===== src/rtl/pixel_scaler.sv =====
// Registered video coordinate scaler: maps raw hcount/vcount onto source-frame
// addresses with per-axis integer factors that are latched only at frame start.
module pixel_scaler #(
  parameter int H_WIDTH   = 11,
  parameter int V_WIDTH   = 10,
  parameter int SRC_W     = 240,
  parameter int SRC_H     = 320,
  parameter int MAX_SCALE = 4,
  parameter int SCALE_W   = 3
) (
  input  logic               clk_in,
  input  logic               rst_in,
  input  logic [SCALE_W-1:0] scale_h_in,
  input  logic [SCALE_W-1:0] scale_v_in,
  input  logic [H_WIDTH-1:0] hcount_in,
  input  logic [V_WIDTH-1:0] vcount_in,
  output logic [H_WIDTH-1:0] scaled_hcount_out,
  output logic [V_WIDTH-1:0] scaled_vcount_out,
  output logic               valid_addr_out,
  output logic [SCALE_W-1:0] active_scale_h_out,
  output logic [SCALE_W-1:0] active_scale_v_out
);

  localparam int SUB_W = (MAX_SCALE > 1) ? $clog2(MAX_SCALE) : 1;

  logic [SCALE_W-1:0] active_sx_reg, active_sx_next;
  logic [SCALE_W-1:0] active_sy_reg, active_sy_next;
  logic               locked_reg, locked_next;
  logic [SUB_W-1:0]   sub_h_reg, sub_h_next;
  logic [SUB_W-1:0]   sub_v_reg, sub_v_next;
  logic [H_WIDTH-1:0] sh_reg, sh_next;
  logic [V_WIDTH-1:0] sv_reg, sv_next;
  logic               valid_reg, valid_next;

  logic line_start;
  logic frame_start;
  logic h_wrap;
  logic v_wrap;

  // Out-of-range requests fall back to unity scaling.
  function automatic logic [SCALE_W-1:0] sanitise(input logic [SCALE_W-1:0] req);
    if (req == '0 || req > SCALE_W'(MAX_SCALE)) begin
      return SCALE_W'(1);
    end
    return req;
  endfunction

  assign line_start  = (hcount_in == '0);
  assign frame_start = line_start && (vcount_in == '0);
  assign h_wrap      = (SCALE_W'(sub_h_reg) == active_sx_reg - SCALE_W'(1));
  assign v_wrap      = (SCALE_W'(sub_v_reg) == active_sy_reg - SCALE_W'(1));

  always_comb begin
    active_sx_next = active_sx_reg;
    active_sy_next = active_sy_reg;
    locked_next    = locked_reg;
    sub_h_next     = sub_h_reg;
    sub_v_next     = sub_v_reg;
    sh_next        = sh_reg;
    sv_next        = sv_reg;

    if (frame_start) begin
      active_sx_next = sanitise(scale_h_in);
      active_sy_next = sanitise(scale_v_in);
      locked_next    = 1'b1;
    end

    // Sub-counters replace a divider: the scaled count steps once per factor.
    if (line_start) begin
      sub_h_next = '0;
      sh_next    = '0;
    end else if (h_wrap) begin
      sub_h_next = '0;
      if (sh_reg != H_WIDTH'(SRC_W)) begin
        sh_next = sh_reg + H_WIDTH'(1);
      end
    end else begin
      sub_h_next = sub_h_reg + SUB_W'(1);
    end

    if (line_start) begin
      if (vcount_in == '0) begin
        sub_v_next = '0;
        sv_next    = '0;
      end else if (v_wrap) begin
        sub_v_next = '0;
        if (sv_reg != V_WIDTH'(SRC_H)) begin
          sv_next = sv_reg + V_WIDTH'(1);
        end
      end else begin
        sub_v_next = sub_v_reg + SUB_W'(1);
      end
    end

    valid_next = locked_next && (sh_next < H_WIDTH'(SRC_W)) && (sv_next < V_WIDTH'(SRC_H));
  end

  always_ff @(posedge clk_in or posedge rst_in) begin
    if (rst_in) begin
      active_sx_reg <= SCALE_W'(1);
      active_sy_reg <= SCALE_W'(1);
      locked_reg    <= 1'b0;
      sub_h_reg     <= '0;
      sub_v_reg     <= '0;
      sh_reg        <= '0;
      sv_reg        <= '0;
      valid_reg     <= 1'b0;
    end else begin
      active_sx_reg <= active_sx_next;
      active_sy_reg <= active_sy_next;
      locked_reg    <= locked_next;
      sub_h_reg     <= sub_h_next;
      sub_v_reg     <= sub_v_next;
      sh_reg        <= sh_next;
      sv_reg        <= sv_next;
      valid_reg     <= valid_next;
    end
  end

  assign scaled_hcount_out  = sh_reg;
  assign scaled_vcount_out  = sv_reg;
  assign valid_addr_out     = valid_reg;
  assign active_scale_h_out = active_sx_reg;
  assign active_scale_v_out = active_sy_reg;

endmodule

===== config.mk =====
export PLATFORM = sky130hd
export DESIGN_NAME = pixel_scaler
export DESIGN_NICKNAME = d
export VERILOG_FILES = /design/src/rtl/pixel_scaler.sv
export SDC_FILE = /design/constraint.sdc
export NUM_CORES = 1
export LEC_CHECK = 0
export BUFFER_PORTS_ARGS = -buffer_cell sky130_fd_sc_hd__buf_2
export CELL_PAD_IN_SITES_DETAIL_PLACEMENT = 0
export CELL_PAD_IN_SITES_GLOBAL_PLACEMENT = 2
export CORE_UTILIZATION = 33
export DETAILED_ROUTE_END_ITERATION = 8
export GPL_TIMING_DRIVEN = 0
export PLACE_DENSITY = 0.92
export RECOVER_POWER = 25
export SETUP_SLACK_MARGIN = 0.05
export SYNTH_ARGS = -nofsm -noshare
export SYNTH_HDL_FRONTEND = slang
export SYNTH_SLANG_ARGS = --single-unit
export TNS_END_PERCENT = 5

===== constraint.sdc =====
create_clock -name clk_in -period 5.38 [get_ports clk_in]
set_input_delay 0.807 -clock clk_in [delete_from_list [all_inputs] [get_ports clk_in]]
set_output_delay 0.807 -clock clk_in [all_outputs]
set_load 0.02 [all_outputs]

==> out/metrics.cfg <==
[status]
status=completed

[global_route]
grt_max_degree=34
grt_pass1_wl_mm=7.99
overflow=0
antenna_found_initial=0
grt_pass1_vias=1727
track_usage=0.162

[cts]
cts_made_buffers=5
path_clk_slew_ns=0.07
cts_setup_buffers=0
h-tree-depth=2
cts.sinks=33
cts_hold_buf=0
post_cts_resized=0
cts_tree=yes
root_buffer=clkbuf_8
clock_latency_ns=0.29
max-clock-path-buffers=2

[timing]
finalSetupViolCount=0
layout_min_cycle_time_ns=2.43
setup_ws_ns=2.95
rsz0062_at_grt=false
fin_tns_setup_ns=0
whs_ns=0.447
slew_headroom=0.165
hold_viol_final=0
finClkSkew_ns=0.00396
timing.final.crit_share=0.451
drv_slew=0
tightest_slew_ns=1.25
fmax_ghz=0.412

[run]
maxCapViolCount=0

[min_path]
hp-class=in2async

[yosys]
synth_flop_cell=dfrtp_1
synth_edf_count=0
yosys_warnings=0
netlist_instances=221
seq_area_frac_synth=0.418
synth_seq_cells=33
avgSynthCellArea_sq_um=8.97
yosysUniqueCellTypes=48
syn_area_sq_um=1980
async_reset_ff_frac=1.00
mappedNetlistNets=258

[drt]
viasPerCell=5.13
finalWirelength_mm=4.71
detail_route.first_pass.iterations=4
wl_per_cell_um=13.1
drcViolationCount=0
ant_nets=0
vias=1837
first_iter_violations=102

[layout]
largest_reg_flops=11
final_area_sq_um=2460
nets=322
n_antenna_cell=0
utilization=0.436
area_delta_synth_final_pct=24.0
instances_no_fill=358
layout-drive-gt1-share=0.280

[placed_design]
place_congestion=0.826
placed_area_sq_um=2350
pre_cts_slack_ns=2.72
post-dp-hpwl_mm=3.46
portBuffers=56
dp.cells=349

[power_and_ir_drop]
finalPower_mw=0.708
p_leak_nw=1.16
peakVddDrop_uv=198
power_density_nw_per_um2=288

[die]
rows=27
io_pins=57
die_x_um=79.5
fp.dieH_um=79.5
start_util=0.351
dieArea_sq_um=6320
core_area_sq_um=5640

[worst_setup_path]
end_kind=flop
required_ns=5.58
critical_path_class=reg2reg
cp_max_fo=7
startpoint_type=flop
worstPathArrival_ns=2.63

-- Yosys cell counts (2+ instances only) --
library cell  instances  area, sq um
nor4b_1               2         17.5
nand4_1               5         31.3
nand3b_1              3         22.5
nor4_1                3         18.8
o21ai_1              15         75.1
nand2b_1              2         12.5
a41oi_1               2         17.5
clkbuf_1              7         26.3
dfstp_2               2         52.6
xor2_1                9         78.8
a21oi_1               3         15.0
nor2_1               19         71.3
nand3_1              16         80.1
dfrtp_1              31          776
o21ai_2               2         17.5
inv_1                10         37.5
and3_1                5         31.3
nor3_1                4         20.0
o21ai_0               4         20.0
and2_1                3         18.8
xnor2_1               6         52.6
nand2_1              25         93.8
buf_2                 3         15.0
ha_1                  8          100
a31oi_1               4         25.0
and4_1                2         17.5
nor2b_1               2         12.5
o31ai_1               2         15.0
nor3_2                2         20.0
o211ai_1              2         15.0
-- where the power goes --
part | total (mW) | internal (mW) | switching [mW] | leakage, nW
Clock | 0.207 | 0.116 | 0.0916 | 0.0542
Sequential | 0.317 | 0.278 | 0.0392 | 0.410
Combinational | 0.184 | 0.0775 | 0.106 | 0.700
-- critical path, stage by stage, from the launching register on --
cell and delay, ns:
dfstp_2 0.55, inv_1 0.06, ha_1 0.30, xnor2_1 0.15, or3_1 0.36, buf_2 0.17
a211o_1 0.23, a31oi_1 0.24, o211ai_1 0.14, a211oi_2 0.15
-- worst paths after layout --
| path | start | to | slack (ns) | cells past startpoint |
|---|---|---|---|---|
| worst max-delay path | active_scale_v_out[0] | valid_addr_out | 2.95 | 9 |
| worst min register to register | locked_reg | locked_reg | 0.47 | 1 |
| min in group clk_in | locked_reg | locked_reg | 0.47 | 1 |
| worst max register to register | active_scale_v_out[0] | valid_addr_out | 2.95 | 9 |
| max in group asynchronous | rst_in | sub_v_reg[0] | 3.49 | 3 |
| worst min-delay path | rst_in | scaled_hcount_out[2] | 0.45 | 2 |
-- routing by layer --
| layer | vias up | global-route usage | share of wire |
|---|---|---|---|
| met5 | - | 0 | 0 |
| met4 | 0 | 0.0509 | 0.0053 |
| met3 | 4 | 0.0320 | 0.045 |
| met2 | 51 | 0.268 | 0.49 |
| met1 | 866 | 0.212 | 0.46 |
| li1 | 916 | - | - |
-- logic make-up (layout without fill, tap and decap cells) --
group,count (synthesis),after routing,share of synthesized area
AOI/OAI and AO/OA,43,43,0.143
buffers and inverters,21,86,0.0455
adders and majority gates,8,8,0.0505
DFF,33,33,0.418
and+or+nand+nor,100,100,0.271
muxes,1,1,0.00505
xor gates and xnor gates,15,15,0.0663
-- layout by cell type, fill, tap and decap left out, drive strengths merged, types with 2 or more instances in the layout --
master and n:
nand2b 2, nand3 16, inv 9, or4 2
a31oi 4, nor2b 2, nor4 4, nand3b 3
xor2 9, xnor2 6, clkinv 2, o21ai 21
ha 8, nand2 25, nor4b 2, dfstp 2
and2 3, o211ai 2, o31ai 2, and4 2
nor3 6, dfrtp 31, nor2 19, nand4 5
a41oi 2, buf 60, and3 5, a21oi 3
clkbuf 15
-- area by class of cell --
type,instances,area (sq um)
buffer,11,52.6
inverter,10,37.5
fill,576,3180
timing repair buffer,57,284
clock buffer,7,96.3
multi-input combinational,167,1060
sequential,33,828
clock inverter,1,5.00
tap,72,90.1
Note: power is estimated with default switching activity, not from simulation.
